### src/rtl/decoder_scan_seq_pkg.sv
// -----------------------------------------------------------------------------
// decoder_scan_pkg
//   Shared types and constants for the 3-to-8 decoder scan sequencer.
//   scan_state_t : sequencer states (IDLE, BLANK, DRIVE)
//   SCAN_ROWS    : number of decoder outputs scanned
//   SCAN_SEL_W   : width of the decoder select bus
// -----------------------------------------------------------------------------
package decoder_scan_pkg;

    localparam int SCAN_ROWS  = 8;
    localparam int SCAN_SEL_W = 3;

    typedef enum logic [1:0] {
        IDLE  = 2'd0,
        BLANK = 2'd1,
        DRIVE = 2'd2
    } scan_state_t;

endpackage

### src/rtl/decoder_scan_seq_next_row.sv
// -----------------------------------------------------------------------------
// scan_next_row
//   Combinational rotate-priority search: finds the first set bit of row_mask
//   strictly above cur, wrapping from the top row back to row 0. A lone set
//   bit at cur itself is found after a full turn.
//   Ports:
//     cur      in  SCAN_SEL_W : row the search starts after
//     row_mask in  SCAN_ROWS  : bit i=1 means row i is eligible
//     next     out SCAN_SEL_W : index of the row found (cur if none)
//     valid    out 1          : a row was found (row_mask != 0)
//     wrap     out 1          : the search passed the top row (next <= cur)
// -----------------------------------------------------------------------------
module scan_next_row
    import decoder_scan_pkg::*;
(
    input  logic [SCAN_SEL_W-1:0] cur,
    input  logic [SCAN_ROWS-1:0]  row_mask,
    output logic [SCAN_SEL_W-1:0] next,
    output logic                  valid,
    output logic                  wrap
);

    always_comb begin
        // NOTE: every output gets a default before the search loop so that no
        // path leaves a value unassigned, which would otherwise infer a latch.
        next  = cur;
        valid = 1'b0;
        wrap  = 1'b0;
        // Offsets 1..SCAN_ROWS; offset SCAN_ROWS lands back on cur itself.
        for (int k = 1; k <= SCAN_ROWS; k++) begin
            if (!valid && row_mask[SCAN_SEL_W'(int'(cur) + k)]) begin
                valid = 1'b1;
                next  = SCAN_SEL_W'(int'(cur) + k);
                wrap  = (int'(cur) + k) >= SCAN_ROWS;
            end
        end
    end

endmodule

### src/rtl/decoder_scan_seq.sv
// -----------------------------------------------------------------------------
// decoder_scan_seq
//   Scan sequencer driving the select (A) and enable (E) of a 3-to-8 decoder.
//   Steps through the rows enabled in row_mask in ascending order, holding
//   each one active for dwell+1 cycles, with E low for BLANK_CYCLES cycles on
//   every row change so the decoder never glitches between rows.
//
//   Build option: DECODER_SCAN_BLANK_EN
//     defined   : blanking gap present (IDLE -> BLANK -> DRIVE -> BLANK ...)
//     undefined : no BLANK state; rows change back-to-back with E held high,
//                 stop is honoured only at the end of a row, and BLANK_CYCLES
//                 has no effect.
//
//   Parameters:
//     DWELL_W      : width of the dwell input
//     BLANK_CYCLES : E-low cycles before each row is driven (>= 1)
//   Ports:
//     clk        in  1       : clock, rising edge
//     rst_n      in  1       : asynchronous active-low reset
//     start      in  1       : begin scanning (looked at only in IDLE)
//     stop       in  1       : end scanning (BLANK: at once, DRIVE: end of row)
//     dwell      in  DWELL_W : drive cycles per row minus 1, taken on DRIVE entry
//     row_mask   in  8       : rows to scan, read live at each row selection
//     A          out 3       : decoder select, registered
//     E          out 1       : decoder enable, registered
//     busy       out 1       : high whenever not IDLE
//     frame_done out 1       : one-cycle pulse when a pass over the rows ends
// -----------------------------------------------------------------------------
module decoder_scan_seq
    import decoder_scan_pkg::*;
#(
    parameter int DWELL_W      = 8,
    parameter int BLANK_CYCLES = 2
) (
    input  logic                  clk,
    input  logic                  rst_n,
    input  logic                  start,
    input  logic                  stop,
    input  logic [DWELL_W-1:0]    dwell,
    input  logic [SCAN_ROWS-1:0]  row_mask,
    output logic [SCAN_SEL_W-1:0] A,
    output logic                  E,
    output logic                  busy,
    output logic                  frame_done
);

    scan_state_t           state, state_nxt;
    logic [SCAN_SEL_W-1:0] a_nxt;
    logic                  e_nxt;
    logic                  fd_nxt;
    logic [DWELL_W-1:0]    dwell_cnt, dwell_nxt;
    logic                  stop_pend, stop_nxt;

`ifdef DECODER_SCAN_BLANK_EN
    localparam int                  BLANK_W    = (BLANK_CYCLES > 1) ? $clog2(BLANK_CYCLES) : 1;
    localparam logic [BLANK_W-1:0]  BLANK_LAST = BLANK_W'(BLANK_CYCLES - 1);
    logic [BLANK_W-1:0]             blank_cnt, blank_nxt;
`else
    logic unused_blank_cycles;
    assign unused_blank_cycles = |BLANK_CYCLES;
`endif

    // From IDLE the search starts after the top row, which yields the lowest
    // enabled row; otherwise it starts after the row currently selected.
    logic [SCAN_SEL_W-1:0] srch_cur;
    logic [SCAN_SEL_W-1:0] srch_next;
    logic                  srch_valid;
    logic                  srch_wrap;

    assign srch_cur = (state == IDLE) ? SCAN_SEL_W'(SCAN_ROWS - 1) : A;

    scan_next_row u_next_row (
        .cur      (srch_cur),
        .row_mask (row_mask),
        .next     (srch_next),
        .valid    (srch_valid),
        .wrap     (srch_wrap)
    );

    assign busy = (state != IDLE);

    // Next-state and next-output logic.
    always_comb begin
        state_nxt = state;
        a_nxt     = A;
        e_nxt     = E;
        fd_nxt    = 1'b0;
        dwell_nxt = dwell_cnt;
        stop_nxt  = stop_pend;
`ifdef DECODER_SCAN_BLANK_EN
        blank_nxt = blank_cnt;
`endif

        case (state)
            IDLE: begin
                e_nxt    = 1'b0;
                stop_nxt = 1'b0;
                if (start && !stop && srch_valid) begin
                    a_nxt = srch_next;
`ifdef DECODER_SCAN_BLANK_EN
                    state_nxt = BLANK;
                    blank_nxt = '0;
`else
                    state_nxt = DRIVE;
                    e_nxt     = 1'b1;
                    dwell_nxt = dwell;
`endif
                end
            end

`ifdef DECODER_SCAN_BLANK_EN
            BLANK: begin
                e_nxt = 1'b0;
                if (stop) begin
                    state_nxt = IDLE;
                    blank_nxt = '0;
                end else if (blank_cnt == BLANK_LAST) begin
                    state_nxt = DRIVE;
                    e_nxt     = 1'b1;
                    dwell_nxt = dwell;
                    blank_nxt = '0;
                end else begin
                    blank_nxt = blank_cnt + 1'b1;
                end
            end
`endif

            DRIVE: begin
                // A stop anywhere in the row is remembered; the row completes.
                stop_nxt = stop_pend | stop;
                if (dwell_cnt != '0) begin
                    dwell_nxt = dwell_cnt - 1'b1;
                end else if (!srch_valid) begin
                    // Mask emptied: end quietly, no frame_done.
                    state_nxt = IDLE;
                    e_nxt     = 1'b0;
                    stop_nxt  = 1'b0;
                end else begin
                    fd_nxt = srch_wrap;
                    if (stop_pend || stop) begin
                        state_nxt = IDLE;
                        e_nxt     = 1'b0;
                        stop_nxt  = 1'b0;
                    end else begin
                        a_nxt = srch_next;
`ifdef DECODER_SCAN_BLANK_EN
                        state_nxt = BLANK;
                        e_nxt     = 1'b0;
`else
                        dwell_nxt = dwell;
`endif
                    end
                end
            end

            default: begin
                state_nxt = IDLE;
                e_nxt     = 1'b0;
                stop_nxt  = 1'b0;
            end
        endcase
    end

    // State and output registers.
    always_ff @(posedge clk or negedge rst_n) begin
        if (!rst_n) begin
            state      <= IDLE;
            A          <= '0;
            E          <= 1'b0;
            frame_done <= 1'b0;
            dwell_cnt  <= '0;
            stop_pend  <= 1'b0;
`ifdef DECODER_SCAN_BLANK_EN
            blank_cnt  <= '0;
`endif
        end else begin
            // NOTE: non-blocking assignments here so every register samples the
            // pre-edge values computed above, independent of statement order.
            state      <= state_nxt;
            A          <= a_nxt;
            E          <= e_nxt;
            frame_done <= fd_nxt;
            dwell_cnt  <= dwell_nxt;
            stop_pend  <= stop_nxt;
`ifdef DECODER_SCAN_BLANK_EN
            blank_cnt  <= blank_nxt;
`endif
        end
    end

endmodule
### config.mk
export PLATFORM = sky130hd
export DESIGN_NAME = decoder_scan_seq
export DESIGN_NICKNAME = d
export VERILOG_FILES = /design/src/rtl/decoder_scan_seq_pkg.sv /design/src/rtl/decoder_scan_seq_next_row.sv /design/src/rtl/decoder_scan_seq.sv
export SDC_FILE = /design/constraint.sdc
export NUM_CORES = 1
export LEC_CHECK = 0
export ABC_CLOCK_PERIOD_IN_PS = 4100
export CAP_MARGIN = 20
export CORE_AREA = 2 2 62 64
export DETAILED_ROUTE_END_ITERATION = 12
export DIE_AREA = 0 0 64 66
export GPL_TIMING_DRIVEN = 1
export PLACE_DENSITY = 0.79
export SLEW_MARGIN = 20
export SYNTH_ARGS = -nofsm -noshare
export SYNTH_HDL_FRONTEND = slang
export SYNTH_SLANG_ARGS = --single-unit
### constraint.sdc
create_clock -name clk -period 4.1 [get_ports clk]
set_input_delay 0.82 -clock clk [delete_from_list [all_inputs] [get_ports clk]]
set_output_delay 0.82 -clock clk [all_outputs]
set_load 0.1 [all_outputs]
Word-level counts from Yosys, hierarchy flattened
Cells that the tools add are included.
{"block": "classes", "addsub": 9, "mux": 76, "n_lt_le_gt_ge": 16, "n_reduce_logical": 26, "eq_ne": 8, "bitwise_logic": 1}
{"op": "32-bit by 5-bit >= comparator with 1-bit output (second input constant)", "count": 8}
{"op": "1-bit two-way mux", "count": 43}
{"op": "3-bit by 5-bit less-than comparator with 1-bit output (second input constant)", "count": 8}
{"op": "3-bit two-way mux", "count": 13}
{"op": "8-bit two-way mux", "count": 4}
{"op": "1-bit binary-select mux with 3-bit select", "count": 8}
{"op": "3-bit by 3-bit adder with 4-bit output (second input constant)", "count": 4}
{"op": "8-bit one-hot mux with 2 select lines", "count": 1}
{"op": "1-bit logical AND", "count": 9}
{"op": "3-bit != test (second input constant)", "count": 3}
{"op": "3-bit by 2-bit adder with 4-bit output (second input constant)", "count": 2}
{"op": "1-bit zero test", "count": 8}
{"op": "2-bit two-way mux", "count": 4}
{"op": "8-bit nonzero test", "count": 1}
{"op": "8-bit by 1-bit subtractor with 8-bit output (second input constant)", "count": 1}
{"op": "2-bit != test (second input constant)", "count": 3}
{"op": "3-bit one-hot mux with 2 select lines", "count": 1}
{"op": "3-bit by 4-bit adder with 5-bit output (second input constant)", "count": 1}
{"op": "5-bit AND reduction", "count": 1}
{"op": "3-bit by 1-bit adder with 4-bit output (second input constant)", "count": 1}
{"op": "2-bit one-hot mux with 2 select lines", "count": 1}
{"op": "4-bit AND reduction", "count": 1}
{"op": "2-bit nonzero test", "count": 2}
{"op": "3-bit AND reduction", "count": 1}
{"op": "7 further kinds", "count": 7}
{"block": "totals", "wordCells": 142, "out_inout_bits": 6, "register_bits": 16}

Depth between registers and ports, before layout
Gate-level depths: netlist (run 1).
{"block": "logic_depth", "ltp_word": 32, "depth_mapped": 12, "ltp_nobuf": 10}

Cells and area by module
Synthesis (run 1) repeated with hierarchy kept, for this count alone.
{"block": "unflattened", "hier_cells": 197, "area_unflattened_um2": 1840.5}
{"mod": "scan_next_row", "area_each_um2": 964.7, "seq_area_each_um2": 0.0, "n_inst": 1, "cells_each": 112}
{"mod": "decoder_scan_seq", "area_each_um2": 875.8, "seq_area_each_um2": 375.4, "n_inst": 1, "cells_each": 85}

Worst setup path after synthesis (run 1)
OpenSTA, ideal clock, no wires.
{"block": "synth_timing", "path_kind": "reg2reg", "start": "reg state[1]", "end": "reg dwell_cnt[0]", "period_less_slack_ps": 3878, "slack_ps": 222, "required_ps": 4013, "setup_ps": 87, "path_buffers": 2, "path_stages_with_launch": 13, "t_arrival_ps": 3791, "cell_sequence": "dfrtp_1 -> buf_4 -> inv_2 -> nor2_4 -> inv_1 -> ha_1 -> xnor2_2 -> mux4_2 -> and2_1 -> a311o_1 -> buf_4 -> or2_1 -> o211ai_1"}
{"block": "synth_via", "elab_chain_cells": 31, "elab_cells_between_ends": 64, "classes_between": "add/sub (8); eq/ne (4); mux (34); reduce/logical (18)"}
{"element": "start, declared", "line_no": "decoder_scan_seq.sv:47", "source": "scan_state_t state, state_nxt;"}
{"element": "start signal, assigned", "line_no": "decoder_scan_seq.sv:179", "source": "state <= state_nxt;"}
{"element": "2-bit zero test", "line_no": "decoder_scan_seq.sv:70, decoder_scan_seq.sv:94"}
{"element": "3-bit two-way mux", "line_no": "decoder_scan_seq.sv:70", "source": "assign srch_cur = (state == IDLE) ? SCAN_SEL_W'(SCAN_ROWS - 1) : A;"}
{"element": "3-bit by 1-bit adder with 4-bit output", "line_no": "decoder_scan_seq_next_row.sv:31", "source": "if (!valid && row_mask[SCAN_SEL_W'(int'(cur) + k)]) begin"}
{"element": "1-bit binary-select mux with 3-bit select", "line_no": "decoder_scan_seq_next_row.sv:31"}
{"element": "1-bit two-way mux (implied by the code) (2 in series)", "line_no": "decoder_scan_seq_next_row.sv:31"}
{"element": "1-bit two-way mux", "line_no": "decoder_scan_seq_next_row.sv:31"}
{"element": "1-bit zero test", "line_no": "decoder_scan_seq_next_row.sv:31"}
{"element": "1-bit logical AND", "line_no": "decoder_scan_seq_next_row.sv:31"}
{"element": "(+14 left out)"}
{"element": "1-bit logical AND", "line_no": "decoder_scan_seq_next_row.sv:31"}
{"element": "1-bit two-way mux", "line_no": "decoder_scan_seq_next_row.sv:31"}
{"element": "1-bit zero test", "line_no": "decoder_scan_seq_next_row.sv:31"}
{"element": "1-bit logical AND", "line_no": "decoder_scan_seq_next_row.sv:31"}
{"element": "1-bit two-way mux", "line_no": "decoder_scan_seq_next_row.sv:31"}
{"element": "1-bit logical AND", "line_no": "decoder_scan_seq.sv:98", "source": "if (start && !stop && srch_valid) begin"}
{"element": "2-bit by 1-bit != test with 1-bit output (no line)"}
{"element": "4-bit AND reduction (no line)"}
{"element": "end signal, assigned", "line_no": "decoder_scan_seq.sv:183", "source": "dwell_cnt <= dwell_nxt;"}
{"element": "end, declared", "line_no": "decoder_scan_seq.sv:51", "source": "logic [DWELL_W-1:0] dwell_cnt, dwell_nxt;"}
Parallel ways exist; a longest one is shown, timed or not. The select of a mux whose other input is x is not followed.
A chain may end at the register's enable or synchronous reset.

Final worst setup path (run 1)
Same ends and word-level chain as after synthesis.

==> out/metrics.cfg, run 1 <==
[synth]
netlist_instances=208
ys_seq_area_frac=0.196
yosysWarnings=0
yosysUniqueCellTypes=58
netlist_area_um2=1920
ys.flop_type=dfrtp_1
syn-num-nets=232
syn_avg_cell_area_um2=9.22
synth_seq_cells=15
synth-edff-count=0
async_reset_ff_frac=1.00

[cells_and_area]
n_antenna_cell=0
final_util=0.626
postLayoutCellArea_um2=2220
layout.nets=256
syn_to_final_growth_pct=15.9
drive_gt1_frac=0.156

[cts]
post_cts_resized=0
clk_pin_slew_ns=0.09
clk_latency_ns=0.30
htree_levels=1
clockRootBuffer=clkbuf_4
cts_buffers=3
clockBufferDepth=2
cts_setup_buffers=0
cts-hold-fix-buffers=0
clock_sinks=15
cts_tree=built

[sta]
setup_violations=0
tightest_slew_ns=0.969
holdWs_ns=0.500
drv_slew=0
finalCritPeriodShare=0.818
max_freq_mhz=298
fin_skew_ns=0.00520
finalHoldViolations=0
rsz0062_at_grt=false
final.min_clock_period_ns=3.35
tns_ns=0
relSlewSlack=0.352

[placed_design]
gp_congestion=0.943
dpl-instance-area_um2=2190
portBuffers=25
dp_hpwl_mm=3.76

[status]
outcome=finished, final reports clean

[drt]
ant_nets=0
vias_per_cell=6.41
wl_per_cell_um=17.1
drc=0
firstDrtPassIters=4
drt_iter0_markers=146
routed_wirelength_mm=4.77
num_vias=1788

[setup_path]
r2r_cells=9
ff2ff_setup_slack_ns=0.75
reg2reg_to=dwell_cnt[0]
path_class=reg2reg
critPathRequiredTime_ns=4.30
reg2reg_from=state[1]
end_kind=flip-flop
cp.arrival_ns=3.55
startpoint_type=flip-flop
critPathMaxFanout=8

[floorplan]
core_um2=3550
die-area_um2=4220
fp.dieW_um=64
start_util=0.540
ios=26
die_y_um=66
rows=22

[global_route]
grt_overflow_total=0
grt_max_degree=16
grt_pass1_vias=1631
antenna_found_initial=0
grt_pass1_wl_mm=8.18
grt_usage=0.252

[hold_path]
whs_path_depth=2
holdCritStartpoint=stop_pend
hp-class=reg2reg
hold_end=stop_pend

[job]
max_cap_violations=0

-- layer usage --
layer,track usage,wire length [um],part of all wire
met1,0.361,2210,0.46
met4,0.114,111,0.023
met5,0,0,0
met2,0.370,2100,0.44
met3,0.0443,344,0.072
-- through the flow --
step / worst slack (ns) / std cells
6_report: 0.748 / 279
4_1_cts: 0.707 / 279
5_1_grt: 0.499 / 279
3_5_place_dp: 0.581 / 275
2_1_floorplan: 0.222 / 208
3_3_place_gp: 0.649 / 275
-- cells by family after synthesis --
logic type      Yosys count  share of synthesized area
compound gates           57                      0.211
flops                    15                      0.196
buf+inv                  21                     0.0548
fa+ha+maj                 4                     0.0261
simple gates             70                      0.210
mux                      39                      0.289
xor+xnor                  2                     0.0130
-- worst max-delay path by stage --
| stage | cells after the start | startpoint | endpoint | slack (ns) |
|---|---|---|---|---|
| finish | 9 | state[1] | dwell_cnt[0] | 0.75 |
| global route | 9 | state[1] | A[1] | 0.50 |
| CTS | 9 | state[1] | dwell_cnt[0] | 0.71 |
| detailed placement | 7 | row_mask[5] | dwell_cnt[7] | 0.58 |
| global placement | 7 | row_mask[6] | dwell_cnt[1] | 0.65 |
| floorplan | 12 | state[1] | dwell_cnt[0] | 0.22 |
-- layout make-up --
| cell class | count | area, um^2 |
|---|---|---|
| well taps | 48 | 60.1 |
| repair buffers | 29 | 280 |
| flip-flops and latches | 15 | 375 |
| multi-input cells | 172 | 1440 |
| fillers | 309 | 1330 |
| clock inverters | 1 | 5.00 |
| clock buffers | 3 | 22.5 |
| inverters | 11 | 41.3 |
-- cell usage after synthesis, types with 3 or more instances --
library cell,n,share of area
a211o_1,3,0.014
a21oi_1,12,0.031
a31oi_1,4,0.013
buf_2,3,0.0078
dfrtp_1,15,0.20
ha_1,4,0.026
inv_1,9,0.018
mux2_1,3,0.018
mux2_2,4,0.023
mux2i_1,19,0.099
mux4_2,12,0.14
nand2_1,18,0.035
nand3_1,8,0.021
nor2_1,15,0.029
nor2b_1,3,0.0098
nor3_1,4,0.010
nor3b_1,3,0.012
o211ai_1,7,0.027
o21ai_0,8,0.021
or3_1,3,0.0098
-- flip-flops by register name (all words and copies together) (netlist names) --
signal	flops
stop_pend	1
frame_done	1
A	3
dwell_cnt	8
E	1
state	1
-- critical path, stage by stage, from the launching register on --
cell	delay (ns)
dfrtp_1	0.46
inv_2	0.12
nor2_4	0.27
inv_1	0.21
ha_1	0.49
mux4_2	0.64
and4bb_4	0.27
a311o_1	0.41
or2_1	0.28
o211ai_1	0.09
-- cell usage in the layout (no fill, tap or decap), types with 7 or more instances in the layout --
master            n
nor2_1           15
o21ai_0           8
clkdlybuf4s50_1  25
o211ai_1          7
mux4_2           12
inv_1             9
nand2_1          18
dfrtp_1          15
mux2i_1          19
nand3_1           8
a21oi_1          12
Power of run 1 is left out: the tool's default activity adds up to more than one toggle a clock period on the data nets, which glitch-free logic cannot reach.
==> inputs of run 2 (changes only) <==
- ABC_CLOCK_PERIOD_IN_PS: 4100 -> 3100
- clock period: 4.1 -> 3.1 ns (I/O delays scaled with it)
==> out/metrics.cfg, run 2 (same netlist as run 1, synthesis figures left out) <==
[status]
outcome=finished, final reports clean

[drt]
wl_per_cell_um=17.3  ; +1.0%
ant_nets=0  ; unchanged
drt_iter0_markers=174  ; +19%
vias_per_cell=6.17  ; -3.7%
drc=0  ; unchanged
num_vias=1901  ; +6.3%
routed_wirelength_mm=5.32  ; +12%
firstDrtPassIters=4  ; unchanged

[setup_path]
cp-startpoint=state[1]
cp.depth=10  ; +1
cpMostUsedCell=inv_2
startpoint_type=flip-flop
max_stage_delay_ns=0.53  ; -0.11 ns
reg2reg_from=state[1]
critPathSlowestCell=mux4_2
path_delay_family=simple AND/OR/NAND/NOR gates
r2r_cells=10  ; +1
reg2reg_to=A[0]
end_kind=flip-flop
ff2ff_setup_slack_ns=0.16  ; -0.59 ns
cp.arrival_ns=3.14  ; -0.41 ns
path_class=reg2reg
crit_chain=nor2b_4, inv_2, ha_2, inv_2, mux4_2, buf_4, nand4bb_4, or3_4, a211o_1, o211ai_1
path_buf_inv=3  ; +1
crit_end=A[0]
critPathMaxFanout=8  ; unchanged
critPathRequiredTime_ns=3.30  ; -1.00 ns

[cts]
clock_sinks=15  ; unchanged
cts-hold-fix-buffers=0  ; unchanged
cts_buffers=3  ; unchanged
clk_latency_ns=0.29  ; about the same
cts_tree=built
cts_setup_buffers=0  ; unchanged
post_cts_resized=0  ; unchanged
clockRootBuffer=clkbuf_4
clockBufferDepth=2  ; unchanged
clk_pin_slew_ns=0.09  ; about the same
htree_levels=1  ; unchanged

[floorplan]
start_util=0.540  ; unchanged
core_um2=3550  ; unchanged
ios=26  ; unchanged
die-area_um2=4220  ; unchanged
rows=22  ; unchanged
fp.dieW_um=64  ; unchanged
die_y_um=66  ; unchanged

[sta]
relSlewSlack=0.553  ; +0.201
max_freq_mhz=340  ; +14%
holdWs_ns=0.511  ; +0.0110 ns
tightest_slew_ns=0.668  ; -0.301 ns
setup_violations=0  ; unchanged
fin_skew_ns=0.0120  ; +0.00676 ns
fin_ws_ns=0.160  ; -0.588 ns
drv_slew=0  ; unchanged
final.min_clock_period_ns=2.94  ; -0.412 ns
rsz0062_at_grt=false
finalHoldViolations=0  ; unchanged
finalCritPeriodShare=0.948  ; +0.131

[placed_design]
pre_cts_slack_ns=-0.0594  ; -0.640 ns
gp_congestion=0.989  ; +4.8%
portBuffers=25  ; unchanged
dpl-instance-area_um2=2440  ; +11%
dp_hpwl_mm=4.35  ; +16%

[global_route]
grt_max_degree=17  ; +1
antenna_found_initial=0  ; unchanged
grt_pass1_vias=1793  ; +9.9%
grt_overflow_total=0  ; unchanged
grt_usage=0.266  ; +0.0136
grt_pass1_wl_mm=8.80  ; +7.6%

[cells_and_area]
largest_register_ffs=8  ; unchanged
layout.nets=285  ; +11%
top_regs=dwell_cnt: 8 flops, A: 3 flops
syn_to_final_growth_pct=28.8
n_antenna_cell=0  ; unchanged
postLayoutCellArea_um2=2470  ; +11%
most-common-layout-cells=buf_4, mux2i_1, clkdlybuf4s50_1
drive_gt1_frac=0.308  ; +0.152
layout_commonest_cell=buf_4
largest_register=dwell_cnt

[hold_path]
hp-class=reg2reg

[job]
max_cap_violations=0  ; unchanged

[run 2: changes by cell type in the layout (fill, tap and decap cells not counted), moves of 2 or more]
cell	previous run	this run
dfrtp_4	0	2
dfrtp_2	0	2
buf_4	4	39
clkdlybuf4s50_1	25	19
inv_4	0	2
ha_1	4	2
inv_1	9	7
dfrtp_1	15	11
[run 2: layer usage]
layer	vias to the layer above	part of all wire	GRT usage
li1	913	-	-
met4	0	0.014	0.0652
met1	897	0.45	0.391
met5	-	0	0
met2	84	0.46	0.426
met3	7	0.077	0.0170
[run 2: stage by stage]
step,setup TNS (ns),util,instances
floorplan,-0.0188,-,208
global placement,-0.0126,0.687,304
detailed placement,-0.154,0.687,304
finish,0,0.696,308
CTS,0,0.696,308
global route,0,0.696,308
[run 2: area by class of cell]
| cell class | count | area [um^2] |
|---|---|---|
| repair buffers | 58 | 483 |
| flip-flops and latches | 15 | 385 |
| clock buffers | 3 | 22.5 |
| inverters | 11 | 46.3 |
| fillers | 282 | 1080 |
| clock inverters | 1 | 7.51 |
| multi-input cells | 172 | 1470 |
| well taps | 48 | 60.1 |
[run 2: worst register-to-register path, stage by stage (launching register included)]
cell,delay [ns]
dfrtp_4,0.51
nor2b_4,0.14
inv_2,0.16
ha_2,0.32
inv_2,0.10
mux4_2,0.53
buf_4,0.16
nand4bb_4,0.19
or3_4,0.41
a211o_1,0.26
o211ai_1,0.07
[run 2: worst min path at each step]
| stage | to | slack [ns] | start | cells after the start |
|---|---|---|---|---|
| 6_report | E | 0.51 | E | 1 |
| 5_1_grt | E | 0.53 | E | 1 |
| 4_1_cts | E | 0.51 | E | 1 |
| 3_5_place_dp | E | 0.49 | E | 1 |
| 3_3_place_gp | stop_pend | 0.48 | stop_pend | 2 |
| 2_1_floorplan | A[1] | 0.32 | rst_n | 0 |
Power of run 2 is left out for the same reason.
==> inputs of run 3 (changes only) <==
- CAP_MARGIN: 20 -> not set
==> results of run 3 <==
Same layout as run 2: the final DEF is identical, and so are final timing and power.
Power of run 3 is left out for the same reason.
